## src/rtl/enet_nios_ext_mac_bus_ctl.sv

```systemverilog
// enet_nios_ext_mac_bus_ctl: Avalon-MM slave driving the async 16-bit host bus of the external MAC/PHY
// Optional ARDY timeout with sticky bus_err: define ENET_NIOS_ARDY_TIMEOUT_EN
module enet_nios_ext_mac_bus_ctl #(
    parameter int ADDR_W      = 4,
    parameter int SETUP_CYC   = 1,
    parameter int STROBE_CYC  = 3,
    parameter int HOLD_CYC    = 1,
    parameter int TIMEOUT_CYC = 255
) (
    input  logic              clk,
    input  logic              reset_n,
    input  logic [ADDR_W-1:0] address,
    input  logic              chipselect,
    input  logic              read,
    input  logic              write,
    input  logic [1:0]        byteenable,
    input  logic [15:0]       writedata,
    output logic [15:0]       readdata,
    output logic              waitrequest,
    output logic [ADDR_W-1:0] ext_addr,
    output logic [1:0]        ext_be_n,
    output logic              ext_cs_n,
    output logic              ext_rd_n,
    output logic              ext_wr_n,
    output logic [15:0]       ext_data_out,
    output logic              ext_data_oe,
    input  logic [15:0]       ext_data_in,
    input  logic              ext_ardy,
    output logic              bus_err
);
    typedef enum logic [2:0] {IDLE, SETUP, STROBE, HOLD, DONE} state_t;

    localparam bit CFG_OK = SETUP_CYC >= 1 && SETUP_CYC <= 15 && STROBE_CYC >= 1 && STROBE_CYC <= 15 &&
                            HOLD_CYC >= 1 && HOLD_CYC <= 15 && TIMEOUT_CYC >= 1;

    state_t      state, nxt;
    logic [3:0]  cnt;
    logic [1:0]  ardy_sync;
    logic        ardy_s, req, accept, wr_q, timeout, active_nxt;

    assign ardy_s      = ardy_sync[1];
    assign req         = chipselect & (read | write);
    assign accept      = (state == IDLE) && req;
    assign waitrequest = req && (state != DONE);
    assign active_nxt  = (nxt == SETUP) || (nxt == STROBE) || (nxt == HOLD);

    cfg_chk: assert property (@(posedge clk) CFG_OK);

    // two-flop synchronizer for the asynchronous ready line
    always_ff @(posedge clk or negedge reset_n)
        if (!reset_n) ardy_sync <= 2'b00;
        else          ardy_sync <= {ardy_sync[0], ext_ardy};

`ifdef ENET_NIOS_ARDY_TIMEOUT_EN
    localparam int TW = $clog2(TIMEOUT_CYC + 1);
    logic [TW-1:0] tcnt;
    logic          waiting;

    assign waiting = (state == STROBE) && (cnt == 4'd0) && !ardy_s;
    assign timeout = waiting && (tcnt == TW'(TIMEOUT_CYC));

    // counts strobe-extension cycles; bus_err is sticky until reset
    always_ff @(posedge clk or negedge reset_n)
        if (!reset_n) begin
            tcnt    <= '0;
            bus_err <= 1'b0;
        end else begin
            tcnt    <= waiting ? tcnt + 1'b1 : '0;
            bus_err <= bus_err | timeout;
        end
`else
    assign timeout = 1'b0;
    assign bus_err = 1'b0;
`endif

    // state register with phase down-counter reloaded on every transition
    always_ff @(posedge clk or negedge reset_n)
        if (!reset_n) begin
            state <= IDLE;
            cnt   <= 4'd0;
        end else begin
            state <= nxt;
            cnt   <= (nxt != state) ? ((nxt == SETUP)  ? 4'(SETUP_CYC - 1)  :
                                       (nxt == STROBE) ? 4'(STROBE_CYC - 1) :
                                       (nxt == HOLD)   ? 4'(HOLD_CYC - 1)   : 4'd0)
                                    : ((cnt != 4'd0) ? cnt - 4'd1 : cnt);
        end

    // next-state: strobe stretches until the minimum elapses and ready is seen (or timeout)
    always_comb begin
        nxt = state;
        case (state)
            IDLE:    if (req) nxt = SETUP;
            SETUP:   if (cnt == 4'd0) nxt = STROBE;
            STROBE:  if (cnt == 4'd0 && (ardy_s || timeout)) nxt = HOLD;
            HOLD:    if (cnt == 4'd0) nxt = DONE;
            default: nxt = IDLE;
        endcase
    end

    // registered bus outputs, decoded from the state being entered
    always_ff @(posedge clk or negedge reset_n)
        if (!reset_n) begin
            readdata     <= 16'h0000;
            ext_addr     <= '0;
            ext_be_n     <= 2'b11;
            ext_cs_n     <= 1'b1;
            ext_rd_n     <= 1'b1;
            ext_wr_n     <= 1'b1;
            ext_data_out <= 16'h0000;
            ext_data_oe  <= 1'b0;
            wr_q         <= 1'b0;
        end else begin
            if (accept) begin
                ext_addr     <= address;
                ext_data_out <= writedata;
                wr_q         <= write;
            end
            ext_be_n    <= accept ? ~byteenable : ((nxt == DONE) ? 2'b11 : ext_be_n);
            ext_cs_n    <= !active_nxt;
            ext_rd_n    <= !((nxt == STROBE) && !wr_q);
            ext_wr_n    <= !((nxt == STROBE) && wr_q);
            ext_data_oe <= active_nxt && (accept ? write : wr_q);
            if (state == STROBE && nxt == HOLD && !wr_q)
                readdata <= timeout ? 16'hDEAD : ext_data_in;
        end
endmodule

```

## config.mk

```make
export PLATFORM = sky130hd
export DESIGN_NAME = enet_nios_ext_mac_bus_ctl
export DESIGN_NICKNAME = d
export VERILOG_FILES = /design/src/rtl/enet_nios_ext_mac_bus_ctl.sv
export SDC_FILE = /design/constraint.sdc
export NUM_CORES = 1
export LEC_CHECK = 0
export CAP_MARGIN = 10
export CELL_PAD_IN_SITES_DETAIL_PLACEMENT = 0
export CELL_PAD_IN_SITES_GLOBAL_PLACEMENT = 1
export CORE_MARGIN = 8
export CORE_UTILIZATION = 25
export CTS_BUF_LIST = sky130_fd_sc_hd__clkbuf_4 sky130_fd_sc_hd__clkbuf_8 sky130_fd_sc_hd__clkbuf_16
export CTS_CLUSTER_SIZE = 10
export DETAILED_ROUTE_END_ITERATION = 8
export HOLD_SLACK_MARGIN = 0.02
export PLACE_DENSITY = 0.74
export SYNTH_ARGS = -nofsm -noshare
export SYNTH_HDL_FRONTEND = slang
export SYNTH_SLANG_ARGS = --single-unit
```

## constraint.sdc

```tcl
create_clock -name clk -period 2.3 [get_ports clk]
set_clock_uncertainty 0.2 [all_clocks]
set_input_delay 0.46 -clock clk [delete_from_list [all_inputs] [get_ports clk]]
set_output_delay 0.46 -clock clk [all_outputs]
set_load 0.005 [all_outputs]
```

==> impl_metrics.csv <==
group,metric,value,unit
outcome,outcome,"complete, no violations",
worst_setup_path,critPathArrivalTime,1.45,ns
die,start_util,25.8,%
routing,vias_per_cell,4.22,
power,total_power,4.00,mW
grt,grt_pass1_vias,1804,
finish,final_common_cell,"clkdlybuf4s50_1",
power,power_density,1220,mW/mm^2
placed_design,port_buffers,86,
finish,insertedDiodeCount,0,
die,rows,33,
die,die_area,0.0117,mm^2
grt,grt_max_degree,53,
logic_synthesis,syn_inst,191,
logic_synthesis,synth-edff-count,0,
worst_setup_path,critPathLaunchType,"primary input",
die,die_w,108,um
clocking,clockBufferDepth,2,
logic_synthesis,syn_avg_cell_area,11.2,um^2
clocking,cts-buffers-inserted,5,
finish,fin_nets,331,
timing,period_minus_slack,2.11,ns
clocking,clock_sinks,52,
hold_path,hold_class,"reg -> reg",
finish,seq_area,0.00131,mm^2
timing,slew_viol_final,0,
clocking,path_clk_slew,0.10,ns
routing,wl_per_cell,13.8,um
worst_setup_path,endpoint_kind,"output pin",
routing,wirelength,5.40,mm
run,max_cap_violations,0,
routing,drtIter0Drc,70,
placed_design,dp.final_hpwl,4.01,mm
timing,timing.fmax,474,MHz
logic_synthesis,yosysWarnings,0,
timing,finalSetupViolCount,0,
worst_setup_path,crit_required,1.64,ns
finish,drive_gt1_share,15.7,%
routing,drcViolationCount,0,
routing,vias,1654,
timing,rsz0062_at_grt,"no",
clocking,htree_levels,2,
grt,grt_pass1_wl,8.84,mm
clocking,cts_root_buffer,"clkbuf_8",
die,ioPinCount,88,
logic_synthesis,synthesis.nets,236,
die,core,0.00826,mm^2
worst_setup_path,slowest_delay,0.41,ns
grt,antenna_found_initial,0,
die,die_y,108,um
finish,syn_to_final_growth,53.5,%
grt,grt_remaining_overflow,0,
logic_synthesis,ys.flop_type,"dfrtp_1",
logic_synthesis,syn_area,0.00213,mm^2
grt,grtUsageTotal,9.27,%
finish,stdcell_area,0.00327,mm^2
worst_setup_path,cp_max_fo,2,
clocking,clk_latency,0.30,ns
timing,hold_viol,0,
finish,fillCellCount,849,
power,peakVddDrop,420,uV
power,p_leak,1.49,nW
routing,first_pass_iters,4,
finish,final_cell_mix,"84 x clkdlybuf4s50_1, 68 x nand2_1, 47 x dfrtp_1, 10 x mux2_4, 9 x buf_4",
worst_setup_path,slowest_stage,"clkdlybuf4s50_1",
placed_design,place_area,0.00317,mm^2
worst_setup_path,path_cells,"clkdlybuf4s50_1 > o21ai_0 > a21oi_1 > dlygate4sd2_1",
timing,period_share,91.8,%
placed_design,gp_congestion,0.694,
logic_synthesis,yosysUniqueCellTypes,33,
logic_synthesis,synthArstFlopShare,100,%
clocking,cts_tree,"built",
finish,multi_input_area,768,um^2
logic_synthesis,ys_seq_elements,52,
clocking,cts_setup_buffers,0,
logic_synthesis,seq_area_frac_synth,61.3,%
routing,ant_nets,0,
worst_setup_path,setup.worst_path.class,"in -> out",
==> path summary, 6_finish.rpt <==
kind	from	endpoint	slack, ns	depth (start not counted)
min	ardy_sync[0]$_DFF_PN0_	ardy_sync[1]$_DFF_PN0_	0.15	0
min reg2reg	ardy_sync[0]$_DFF_PN0_	ardy_sync[1]$_DFF_PN0_	0.15	0
max	write	waitrequest	0.19	4
max in group asynchronous	reset_n	ext_be_n[1]$_DFFE_PN1P_	1.14	3
min in group asynchronous	reset_n	wr_q$_DFF_PN0_	0.48	3
max reg2reg	cnt[0]$_DFFE_PN0P_	readdata[5]$_DFFE_PN0P_	0.25	5
==> state kept, by name, indices dropped and copies added (netlist names) <==
| name | count |
|---|---|
| ardy_sync | 2 |
| ext_be_n | 2 |
| ext_cs_n | 1 |
| ext_rd_n | 1 |
| wr_q | 1 |
| readdata | 16 |
| ext_wr_n | 1 |
| ext_data_oe | 1 |
| cnt | 4 |
| ext_addr | 4 |
| state | 3 |
| ext_data_out | 16 |
==> synth_stat cells (2+ instances only) <==
library cell / instances / area [um^2]
nand2_1: 68 / 255
nand3_1: 2 / 10.0
a2bb2oi_1: 2 / 17.5
inv_1: 4 / 15.0
mux2_2: 6 / 67.6
o21ai_0: 4 / 20.0
dfrtp_1: 47 / 1180
a21oi_1: 6 / 30.0
dfstp_2: 5 / 131
mux2_4: 10 / 150
nand3b_1: 3 / 22.5
nor3_1: 2 / 10.0
nor2_1: 7 / 26.3
buf_2: 4 / 20.0
clkbuf_1: 3 / 11.3
==> cell families after synthesis <==
group,share of synthesized area [%]
adders and majority gates,0.587
muxes,10.7
and+or+nand+nor,19.0
DFF,61.3
AOI/OAI and AO/OA,4.81
other,0.176
buffers and inverters,3.05
xor gates and xnor gates,0.411
==> critical path, delay by kind of cell <==
| family | cells | cell delay [ns] |
|---|---|---|
| buffers and inverters | 2 | 0.69 |
| AOI/OAI and AO/OA | 2 | 0.29 |
==> report_power, final <==
| part | total (mW) | switching, mW | internal [mW] |
|---|---|---|---|
| registers | 1.61 | 0.257 | 1.35 |
| logic | 1.84 | 0.701 | 1.14 |
| clock network | 0.548 | 0.291 | 0.257 |
| total | 4.00 | 1.25 | 2.75 |
==> per-stage QoR <==
| stage | setup TNS (ns) | hold WS [ns] | utilization [%] | setup WS (ns) | std cells |
|---|---|---|---|---|---|
| after global placement | -0.0303 | 0.140 | 38.3 | -0.0303 | 383 |
| after CTS | 0 | 0.155 | 39.6 | 0.172 | 392 |
| final | 0 | 0.154 | 39.6 | 0.189 | 392 |
| after detailed placement | -0.0641 | 0.137 | 38.3 | -0.0641 | 383 |
| after floorplan | 0 | -0.0356 | - | 0.334 | 191 |
| after global routing | 0 | 0.156 | 39.6 | 0.0749 | 392 |
==> routing by layer <==
| metal | routed length (um) | global-route usage [%] |
|---|---|---|
| met5 | 0 | 0 |
| met4 | 29 | 1.76 |
| met3 | 520 | 3.87 |
| met2 | 2550 | 15.3 |
| met1 | 2310 | 11.1 |
==> final cells by class <==
| cell class | count | share of cell area, % |
|---|---|---|
| Tap cell | 105 | 4.02 |
| Inverter | 4 | 0.459 |
| Clock inverter | 1 | 0.229 |
| Clock buffer | 7 | 2.75 |
| Sequential cell | 52 | 40.0 |
| Timing Repair Buffer | 97 | 29.1 |
| Multi-Input combinational cell | 126 | 23.5 |
==> what timing repair did <==
item                                    CTS  global route
gates resized for setup                   1             0
hold buffers                              1             0
hold endpoints to repair                 47             0
endpoints found under the setup margin    1             0
Note: power is estimated with default switching activity, not from simulation.
